$ cat config.mk
export PLATFORM = sky130hd
export DESIGN_NAME = wb_stage
export DESIGN_NICKNAME = d
export VERILOG_FILES = /design/src/rtl/wb_stage.sv
export SDC_FILE = /design/constraint.sdc
export NUM_CORES = 1
export LEC_CHECK = 0
export BUFFER_PORTS_ARGS = -buffer_cell sky130_fd_sc_hd__buf_4
export CORE_MARGIN = 3
export CORE_UTILIZATION = 47
export CTS_BUF_LIST = sky130_fd_sc_hd__clkbuf_2
export DETAILED_ROUTE_END_ITERATION = 16
export GPL_TIMING_DRIVEN = 0
export PLACE_DENSITY = 0.83
export SLEW_MARGIN = 20
export SYNTH_ARGS = -nofsm -noshare
export SYNTH_HDL_FRONTEND = slang
export SYNTH_SLANG_ARGS = --single-unit
$ cat constraint.sdc
create_clock -name clk -period 2.5 [get_ports clk]
set_input_delay 0.125 -clock clk [delete_from_list [all_inputs] [get_ports clk]]
set_output_delay 0.125 -clock clk [all_outputs]
set_load 0.01 [all_outputs]
$ cat src/rtl/wb_stage.sv
// Registered writeback stage: selects a result source, formats load data,
// waits for late memory responses and issues a one-cycle register-file write.
module wb_stage #(
    parameter int unsigned XLEN    = 32,
    parameter int unsigned NSRC    = 4,
    parameter int unsigned SEL_W   = 2,
    parameter int unsigned MEM_IDX = 3,
    parameter int unsigned TIMEOUT = 15,
    localparam int unsigned OFF_W  = $clog2(XLEN / 8),
    localparam int unsigned CNT_W  = $clog2(TIMEOUT + 1)
) (
    input  logic                   clk,
    input  logic                   reset,
    input  logic                   io_in_valid,
    output logic                   io_in_ready,
    input  logic [SEL_W-1:0]       io_in_sel,
    input  logic [NSRC*XLEN-1:0]   io_in_src,
    input  logic [4:0]             io_in_rd,
    input  logic                   io_in_rf_wen,
    input  logic [2:0]             io_ld_type,
    input  logic [OFF_W-1:0]       io_ld_off,
    input  logic                   io_mem_valid,
    input  logic [XLEN-1:0]        io_mem_rdata,
    output logic                   io_wb_wen,
    output logic [4:0]             io_wb_rd,
    output logic [XLEN-1:0]        io_wb_wd,
    output logic                   io_busy,
    output logic                   io_err_timeout,
    output logic                   io_err_ld
);

    typedef enum logic {S_IDLE, S_WAIT} state_e;

    state_e             state_q, state_d;
    logic [CNT_W-1:0]   cnt_q, cnt_d;
    logic [4:0]         prd_q, prd_d;
    logic               pwen_q, pwen_d;
    logic [2:0]         ptype_q, ptype_d;
    logic [OFF_W-1:0]   poff_q, poff_d;
    logic               wen_q, wen_d;
    logic [4:0]         rd_q, rd_d;
    logic [XLEN-1:0]    wd_q, wd_d;
    logic               err_ld_q, err_ld_d;
    logic               err_to_q, err_to_d;
    logic               ready_q, ready_d;
    logic               busy_q, busy_d;

    logic [XLEN-1:0]    src_val;
    logic               sel_ok;
    logic               is_mem;
    logic               wait_st;
    logic               done_ld;
    logic [2:0]         ld_type_m;
    logic [OFF_W-1:0]   ld_off_m;
    logic [4:0]         rd_m;
    logic               wen_m;
    logic [OFF_W+2:0]   sh_amt;
    logic [7:0]         ld_b;
    logic [15:0]        ld_h;
    logic [31:0]        ld_w;
    logic [XLEN-1:0]    ld_data;
    logic               ld_err;

    assign io_in_ready    = ready_q;
    assign io_busy        = busy_q;
    assign io_wb_wen      = wen_q;
    assign io_wb_rd       = rd_q;
    assign io_wb_wd       = wd_q;
    assign io_err_ld      = err_ld_q;
    assign io_err_timeout = err_to_q;

    assign is_mem  = (io_in_sel == SEL_W'(MEM_IDX));
    assign wait_st = (state_q == S_WAIT);

    // Source mux; selects beyond NSRC leave sel_ok low.
    always_comb begin
        src_val = '0;
        sel_ok  = 1'b0;
        for (int i = 0; i < NSRC; i++) begin
            if (io_in_sel == SEL_W'(i)) begin
                src_val = io_in_src[i*XLEN +: XLEN];
                sel_ok  = 1'b1;
            end
        end
    end

    // Load attributes come from the latched copy while a response is pending.
    assign ld_type_m = wait_st ? ptype_q : io_ld_type;
    assign ld_off_m  = wait_st ? poff_q  : io_ld_off;
    assign rd_m      = wait_st ? prd_q   : io_in_rd;
    assign wen_m     = wait_st ? pwen_q  : io_in_rf_wen;
    assign sh_amt    = {ld_off_m, 3'b000};
    assign ld_b      = 8'(io_mem_rdata >> sh_amt);
    assign ld_h      = 16'(io_mem_rdata >> sh_amt);
    assign ld_w      = 32'(io_mem_rdata >> sh_amt);

    // Load extraction, extension and alignment/legality check.
    always_comb begin
        ld_data = '0;
        ld_err  = 1'b0;
        case (ld_type_m)
            3'b000: ld_data = XLEN'($signed(ld_b));
            3'b100: ld_data = XLEN'(ld_b);
            3'b001: begin
                ld_err  = ld_off_m[0];
                ld_data = XLEN'($signed(ld_h));
            end
            3'b101: begin
                ld_err  = ld_off_m[0];
                ld_data = XLEN'(ld_h);
            end
            3'b010: begin
                ld_err  = (ld_off_m[1:0] != 2'b00);
                ld_data = XLEN'($signed(ld_w));
            end
            3'b110: begin
                ld_err  = (XLEN != 64) || (ld_off_m[1:0] != 2'b00);
                ld_data = XLEN'(ld_w);
            end
            3'b011: begin
                ld_err  = (XLEN != 64) || (ld_off_m != '0);
                ld_data = io_mem_rdata;
            end
            default: ld_err = 1'b1;
        endcase
    end

    always_ff @(posedge clk) begin
        if (reset) begin
            state_q  <= S_IDLE;
            cnt_q    <= '0;
            prd_q    <= '0;
            pwen_q   <= 1'b0;
            ptype_q  <= '0;
            poff_q   <= '0;
            wen_q    <= 1'b0;
            rd_q     <= '0;
            wd_q     <= '0;
            err_ld_q <= 1'b0;
            err_to_q <= 1'b0;
            ready_q  <= 1'b1;
            busy_q   <= 1'b0;
        end else begin
            state_q  <= state_d;
            cnt_q    <= cnt_d;
            prd_q    <= prd_d;
            pwen_q   <= pwen_d;
            ptype_q  <= ptype_d;
            poff_q   <= poff_d;
            wen_q    <= wen_d;
            rd_q     <= rd_d;
            wd_q     <= wd_d;
            err_ld_q <= err_ld_d;
            err_to_q <= err_to_d;
            ready_q  <= ready_d;
            busy_q   <= busy_d;
        end
    end

    // Next state and next registered outputs; data arriving wins over timeout.
    always_comb begin
        state_d  = state_q;
        cnt_d    = cnt_q;
        prd_d    = prd_q;
        pwen_d   = pwen_q;
        ptype_d  = ptype_q;
        poff_d   = poff_q;
        wen_d    = 1'b0;
        rd_d     = rd_q;
        wd_d     = wd_q;
        err_ld_d = 1'b0;
        err_to_d = 1'b0;
        done_ld  = 1'b0;
        case (state_q)
            S_IDLE: begin
                if (io_in_valid) begin
                    if (is_mem) begin
                        if (io_mem_valid) begin
                            done_ld = 1'b1;
                        end else begin
                            state_d = S_WAIT;
                            cnt_d   = '0;
                            prd_d   = io_in_rd;
                            pwen_d  = io_in_rf_wen;
                            ptype_d = io_ld_type;
                            poff_d  = io_ld_off;
                        end
                    end else begin
                        rd_d  = io_in_rd;
                        wd_d  = sel_ok ? src_val : '0;
                        wen_d = io_in_rf_wen & sel_ok & (io_in_rd != 5'd0);
                    end
                end
            end
            S_WAIT: begin
                if (io_mem_valid) begin
                    done_ld = 1'b1;
                    state_d = S_IDLE;
                end else if (cnt_q == CNT_W'(TIMEOUT - 1)) begin
                    state_d  = S_IDLE;
                    cnt_d    = '0;
                    err_to_d = 1'b1;
                end else begin
                    cnt_d = cnt_q + CNT_W'(1);
                end
            end
        endcase
        if (done_ld) begin
            rd_d     = rd_m;
            wd_d     = ld_err ? '0 : ld_data;
            wen_d    = wen_m & ~ld_err & (rd_m != 5'd0);
            err_ld_d = ld_err;
        end
        ready_d = (state_d == S_IDLE);
        busy_d  = (state_d == S_WAIT);
    end

endmodule
== Word level (Yosys, flattened, before mapping) ==
Index checks and enable logic that the tools add are counted.
Operators by class
  add/subtract/negate cells: 1
  equality and inequality tests: 16
  shift operators: 1
  multiplexer cells: 44
  bitwise operators: 9
  reduce and logical (&&, ||, !) cells: 14
Operators with widths (count)
  $mux W32: 9
  $pmux W32 S6: 1
  $shr A32 B5 Y32: 1
  $mux W5: 5
  $mux W4: 5
  $mux W1: 18
  $reduce_bool A5 Y1: 2
  $eq A3 B3 Y1 const B: 3
  $ne A2 B2 Y1 const B: 4
  $pmux W4 S2: 1
  $reduce_and A4 Y1: 2
  $reduce_or A2 Y1: 4
  $eq A3 B2 Y1 const B: 2
  $not A1 Y1: 5
  $add A4 B1 Y4 const B: 1
  $and A1 B1 Y1: 4
  $eq A2 B2 Y1 const B: 2
  $eq A4 B4 Y1 const B: 1
  $ne A2 B1 Y1 const B: 2
  $pmux W1 S2: 2
  $reduce_bool A2 Y1: 2
  $eq A3 B1 Y1 const B: 1
  $logic_not A3 Y1: 1
  $mux W3: 1
  other kinds (6): 6
Storage, ports and cells
  register bits: 57
  input bits: 177
  output and inout port bits: 42
  word-level logic and storage cells: 97

== Longest topological paths before layout ==
Gate-level depths: netlist of run 1.
  depth after elaboration: 11
  gate-level depth with buffers: 9
  mapped depth without buffers: 7

== Worst setup path before layout of run 1 ==
OpenSTA, ideal clock, no wires.
  path type: flip-flop to flip-flop
  start: register, netlist name io_busy
  end: register wd_q[11], in the netlist io_wb_wd[11]
  setup time: 0.122 ns
  arrival time: 1.761 ns
  data required time: 2.378 ns
  setup slack: 0.617 ns
  cell stages (with the launch flop): 8
  buffers on the path: 2
  period minus slack after synthesis: 1.883 ns
  path through: dfxtp_1 buf_6 mux2i_4 buf_2 mux2i_1 nor2_1 o31ai_1 a21oi_1
RTL lines
  end signal: assignment: RTL line 152  | wd_q <= wd_d;
  end: declaration: RTL line 42  | logic [XLEN-1:0] wd_q, wd_d;

==> flow_summary_export.csv, run 1 <==
group,metric,value,unit
final_layout,seq_area,1140,µm²
grt,grt_first_pass_wirelength,26200,µm
power_and_ir_drop,pwr-share-clk,0.301,
clock_tree,clk_pin_slew,0.18,ns
place,numPortBuffers,184,
power_and_ir_drop,internal_power,1.83,mW
die,rows,33,
drt,viasPerCell,6.38,
sta,hold_viol_final,0,
drt,routed_wl,17300,µm
power_and_ir_drop,powerDensity,445,nW/µm²
die,start_util,0.492,
clock_tree,cts_tree,"done",
flow_run,drv_cap,0,
sta,rsz0062_at_grt,"no",
drt,vias,5147,
clock_tree,cts-root-buf,"clkbuf_2",
final_layout,drive_gt1_frac,0.349,
sta,fmax,428,MHz
synth,syn_area_per_cell,8.65,µm²
worst_setup_path,worst_setup_path_end_kind,"flop",
grt,grt_max_degree,11,
drt,detail-route-antenna-nets,0,
power_and_ir_drop,power.share.switching,0.322,
power_and_ir_drop,p_switching,866,µW
grt,grt_pass1_vias,5120,
drt,route.detailed.drc,0,
final_layout,final_util,0.725,
worst_setup_path,critical_path_class,"flop to flop",
synth,synth_cells,475,
synth,synth_edf_count,0,
grt,grt_overflow_total,0,
sta,final.setup.tns,0,ns
clock_tree,clk_latency,0.54,ns
worst_setup_path,crit_fanout,10,
grt,antenna_found_initial,0,
final_layout,fin_cells,807,
place,hpwl,12700,µm
sta,slew_violations,0,
die,die_h,99.5,µm
sta,whs,0.0115,ns
final_layout,multi_input_area,2710,µm²
power_and_ir_drop,seq_power_share,0.372,
power_and_ir_drop,power,2.69,mW
clock_tree,cts_buffers,9,
sta,tightest_slew,0.746,ns
worst_setup_path,crit_required,2.90,ns
place,place_inst,764,
synth,ys_seq_elements,57,
hold_path,holdCritPathClass,"input port to flop",
synth,seq_area_frac_synth,0.278,
synth,synthFlopType,"dfxtp_1",
die,core_area,8340,µm²
die,ioPinCount,219,
synth,synth_area,4110,µm²
final_layout,syn_to_final_growth,47.2,%
clock_tree,cts_setup_buffers,0,
final_layout,num_antenna_cells,0,
synth,synthArstFlopShare,0,
worst_setup_path,startpoint_type,"flop",
die,fp.dieW,99.5,µm
place,gp_congestion,0.915,
drt,drt_iter0_markers,497,
drt,routedWlPerCell,21.4,µm
sta,skew,0.0269,ns
sta,min_period,2.34,ns
sta,maxSlewHeadroom,0.503,
die,dieArea,9900,µm²
grt,grt_usage,0.337,
power_and_ir_drop,ir_worst_vdd,0.000385,V
power_and_ir_drop,p_leak,2.77,nW
synth,yosysWarningCount,0,
status,status,"finished clean",
final_layout,layout.nets,876,
sta,setup_viol_count_final,0,
clock_tree,cts.sinks,57,
power_and_ir_drop,combPwrFrac,0.327,
worst_setup_path,cp.arrival,2.73,ns
sta,period_share,0.936,
drt,drt_first_pass_iters,6,
synth,syn_nets,654,
clock_tree,clockBufferDepth,2,
final_layout,fill_cells,660,
synth,synth_cell_types,67,
clock_tree,htree_levels,3,
## routing by layer
metal  track usage  part of all wire  wire length, µm
met1         0.427              0.38             6530
met2         0.530              0.46             8010
met3        0.0757              0.11             1840
met4         0.188             0.052              894
met5             0                 0                0
## cell usage in the layout (no fill, tap or decap), types with 3 or more instances in the layout
| cell | synthesis | layout |
|---|---|---|
| dlygate4sd3_1 | 0 | 27 |
| inv_1 | 6 | 6 |
| nor2_1 | 50 | 50 |
| a222oi_1 | 9 | 9 |
| nor3b_1 | 4 | 4 |
| a311oi_1 | 5 | 5 |
| buf_6 | 7 | 7 |
| nand2_1 | 21 | 21 |
| o2bb2ai_1 | 9 | 9 |
| bufinv_16 | 0 | 3 |
| o22ai_1 | 3 | 3 |
| or2_2 | 3 | 3 |
| o41ai_2 | 4 | 4 |
| o21ai_0 | 39 | 39 |
| mux2i_1 | 64 | 64 |
| o221ai_1 | 16 | 16 |
| nor3_1 | 5 | 5 |
| and2_1 | 3 | 3 |
| a2bb2oi_1 | 22 | 22 |
| buf_4 | 2 | 186 |
| clkinv_1 | 1 | 4 |
| a21o_1 | 5 | 5 |
| a31oi_1 | 6 | 6 |
| clkbuf_2 | 1 | 10 |
| buf_2 | 12 | 12 |
| a21oi_1 | 41 | 41 |
| nand3_1 | 7 | 7 |
| clkbuf_1 | 19 | 19 |
| a221oi_1 | 3 | 3 |
| dfxtp_1 | 57 | 57 |
## cell type report
class	count	share of cell area
plain buffers	41	0.0381
clock buffers	9	0.00745
clock inverters	7	0.0180
inverters	7	0.00435
multi-input cells	370	0.448
flip-flops and latches	57	0.189
well taps	105	0.0217
repair buffers	211	0.273
## cells in the mapped netlist (4+ instances only)
master,count,area (µm²)
mux2i_1,64,641
dfxtp_1,57,1140
nor2_1,50,188
a21oi_1,41,205
o21ai_0,39,195
a2bb2oi_1,22,193
nand2_1,21,78.8
clkbuf_1,19,71.3
o221ai_1,16,140
buf_2,12,60.1
a222oi_1,9,90.1
o2bb2ai_1,9,78.8
buf_6,7,78.8
nand3_1,7,35.0
a31oi_1,6,37.5
inv_1,6,22.5
a21o_1,5,37.5
a311oi_1,5,43.8
nor3_1,5,25.0
nor3b_1,4,30.0
o41ai_2,4,65.1
## worst paths after layout
kind                             startpoint                        end  slack, ns  depth (start not counted)
setup / recovery         io_busy$_SDFF_PP0_   io_wb_rd[2]$_SDFFE_PP0P_       0.16                          8
hold / removal             io_mem_rdata[19]  io_wb_wd[19]$_SDFFE_PP0P_       0.01                          3
setup reg to reg         io_busy$_SDFF_PP0_   io_wb_rd[2]$_SDFFE_PP0P_       0.16                          8
hold reg to reg   io_wb_wd[10]$_SDFFE_PP0P_  io_wb_wd[10]$_SDFFE_PP0P_       0.49                          2
## critical path, stage by stage (launching register included)
cell,delay [ns]
dfxtp_1,0.39
buf_6,0.18
buf_6,0.17
buf_6,0.16
o22a_1,0.15
buf_2,0.24
clkbuf_1,0.41
buf_2,0.35
a311oi_1,0.13
## flip-flops by register name, indices dropped and copies added, names as in the netlist
name	cells
io_wb_rd	5
io_err_timeout	1
ptype_q	3
io_wb_wen	1
cnt_q	4
io_wb_wd	32
io_in_ready	1
io_err_ld	1
pwen_q	1
poff_q	2
io_busy	1
prd_q	5
## cells by family after synthesis
logic type,synth area share
xor+xnor,0.00427
fa+ha+maj,0.00609
buf+inv,0.0624
compound gates,0.337
mux,0.179
flops,0.278
simple gates,0.134
## metrics by stage
stage | setup slack, ns | area (µm²)
2_1_floorplan | 0.617 | 4110
3_3_place_gp | 0.336 | 5620
3_5_place_dp | 0.281 | 5620
4_1_cts | 0.246 | 6040
5_1_grt | 0.0121 | 6040
6_report | 0.161 | 6040
## power groups by stage
stage | clock network, mW | registers [mW] | logic, mW
floorplan | 0 | 1.04 | 0.399
global placement | 0 | 1.02 | 0.803
detailed placement | 0 | 1.02 | 0.820
CTS | 0.803 | 0.998 | 0.859
global route | 0.840 | 1.01 | 0.935
finish | 0.811 | 1.00 | 0.881
## timing repair
action,4_1_cts,5_1_grt
gates resized for setup,0,0
hold buffers,27,0
endpoints found under the hold margin,33,0
(Power assumes the default switching activity.)
==> run 2, diff against run 1 <==
SETUP_SLACK_MARGIN = 0.4   (was unset)
==> flow_summary_export.csv, run 2 (same netlist as run 1, synthesis figures left out) <==
group,metric,value,unit
worst_setup_path,startpoint_type,"flop",
drt,vias,5194,
grt,grt_pass1_vias,5106,
worst_setup_path,crit_required,2.94,ns
clock_tree,cts_tree,"done",
final_layout,final_cell_mix,"buf_4, mux2i_1, dfxtp_1",
drt,detail-route-antenna-nets,0,
final_layout,num_antenna_cells,0,
worst_setup_path,cp.arrival,2.53,ns
die,start_util,0.492,
clock_tree,clockBufferDepth,2,
worst_setup_path,r2r-end,"io_wb_wd[9]$_SDFFE_PP0P_",
worst_setup_path,r2r_cells,6,
worst_setup_path,cp-startpoint,"io_busy$_SDFF_PP0_",
die,core_area,8340,µm²
worst_setup_path,crit_fanout,10,
final_layout,multi_input_area,2810,µm²
clock_tree,clk_pin_slew,0.18,ns
final_layout,fill_cells,638,
status,status,"finished clean",
sta,maxSlewHeadroom,0.578,
final_layout,final_area,6260,µm²
final_layout,layout.nets,888,
sta,skew,0.0209,ns
grt,grt_usage,0.336,
sta,period_share,0.836,
flow_run,drv_cap,0,
worst_setup_path,worst_setup_path_end_kind,"flop",
clock_tree,htree_levels,3,
grt,met3_usage,0.0764,
drt,route.detailed.drc,0,
grt,grt_overflow_total,0,
power_and_ir_drop,ir_worst_vdd,0.000386,V
grt,antenna_found_initial,0,
sta,setup_viol_count_final,0,
place,numPortBuffers,184,
die,fp.dieW,99.5,µm
place,gp_congestion,0.915,
grt,grt_max_degree,11,
place,hpwl,12700,µm
drt,drt_iter0_markers,512,
worst_setup_path,critical_path_class,"flop to flop",
final_layout,final_common_cell,"buf_4",
power_and_ir_drop,powerDensity,438,nW/µm²
drt,drt_first_pass_iters,6,
power_and_ir_drop,p_leak,2.87,nW
sta,layout_setup_ws,0.410,ns
power_and_ir_drop,power,2.74,mW
grt,use_met2,0.519,
worst_setup_path,r2r_start,"io_busy$_SDFF_PP0_",
worst_setup_path,r2r_setup_slack,0.41,ns
hold_path,holdCritPathClass,"input port to flop",
final_layout,seq_area,1140,µm²
place,placed_cell_area,5620,µm²
final_layout,final_util,0.750,
sta,slew_violations,0,
clock_tree,cts.sinks,57,
final_layout,drive_gt1_frac,0.382,
sta,tightest_slew,0.633,ns
sta,hold_viol_final,0,
final_layout,syn_to_final_growth,52.3,%
die,rows,33,
sta,rsz0062_at_grt,"yes",
grt,grt_use_met1,0.429,
clock_tree,cts-root-buf,"clkbuf_2",
die,ioPinCount,219,
sta,final.setup.tns,0,ns
final_layout,largest_reg_flops,32,
grt,grt_first_pass_wirelength,26100,µm
drt,routedWlPerCell,21.6,µm
die,die_h,99.5,µm
sta,fmax,478,MHz
grt,busiest_layer,"met2",
sta,min_period,2.09,ns
drt,routed_wl,17700,µm
place,pre_cts_slack,0.281,ns
die,dieArea,9900,µm²
drt,viasPerCell,6.34,
hold_path,min_path_cells,5,
clock_tree,cts_buffers,9,
clock_tree,clk_latency,0.53,ns
worst_setup_path,crit_end,"io_wb_wd[9]$_SDFFE_PP0P_",
run 2: cell types whose count changed in the layout (fill, tap and decap cells not counted), moves of 2 or more:
cell	before	now
mux2i_1	64	62
buf_2	12	9
clkbuf_4	0	3
dfxtp_2	0	2
nor3b_1	4	1
dfxtp_1	57	55
buf_4	186	198
clkbuf_1	19	13
nor3b_2	0	3
clkbuf_2	10	14
run 2: what timing repair did:
item,4_1_cts,5_1_grt
endpoints found under the setup margin,34,40
buffers inserted,1,10
hold endpoints to repair,33,0
resized for setup,5,29
gates cloned,0,1
hold buffers,27,0
pin swaps,1,4
run 2: routing by layer:
layer	vias up	part of all wire
met5	-	0
met4	0	0.053
met3	82	0.11
met2	396	0.46
met1	2402	0.37
li1	2314	-
run 2: report_power, final:
group	internal (mW)	switching, mW	total (mW)
clock network	0.421	0.394	0.815
logic	0.466	0.461	0.926
registers	0.965	0.0354	1.00
run 2: layout make-up:
class / instances / area share
Buffer: 41 / 0.0406
Clock buffer: 9 / 0.00720
Clock inverter: 7 / 0.0174
Inverter: 7 / 0.00420
Multi-Input combinational cell: 371 / 0.450
Sequential cell: 57 / 0.183
Tap cell: 105 / 0.0210
Timing Repair Buffer: 222 / 0.277
run 2: critical path: stages (launching register included):
cell	delay [ns]
dfxtp_2	0.36
buf_6	0.15
nor2_1	0.38
a32o_1	0.46
a222oi_1	0.15
nor3b_2	0.20
o41ai_2	0.29
run 2: how the worst min path moves through the flow:
stage / from / slack, ns / endpoint
after detailed placement: io_in_rd[4] / 0.39 / prd_q[4]$_SDFFE_PP0P_
after global placement: io_in_rd[3] / 0.38 / prd_q[3]$_SDFFE_PP0P_
after floorplan: io_ld_off[0] / 0.27 / poff_q[0]$_SDFFE_PP0P_
final: io_in_src[67] / 0.008 / io_wb_wd[3]$_SDFFE_PP0P_
after CTS: io_in_src[67] / 0.007 / io_wb_wd[3]$_SDFFE_PP0P_
after global routing: io_mem_valid / 0.02 / io_err_ld$_SDFF_PP0_
run 2: per-stage QoR:
| step | cells | hold WS, ns |
|---|---|---|
| after floorplan | 475 | 0.269 |
| after global placement | 764 | 0.380 |
| after detailed placement | 764 | 0.394 |
| after CTS | 808 | 0.00715 |
| after global routing | 819 | 0.0157 |
| final | 819 | 0.00850 |
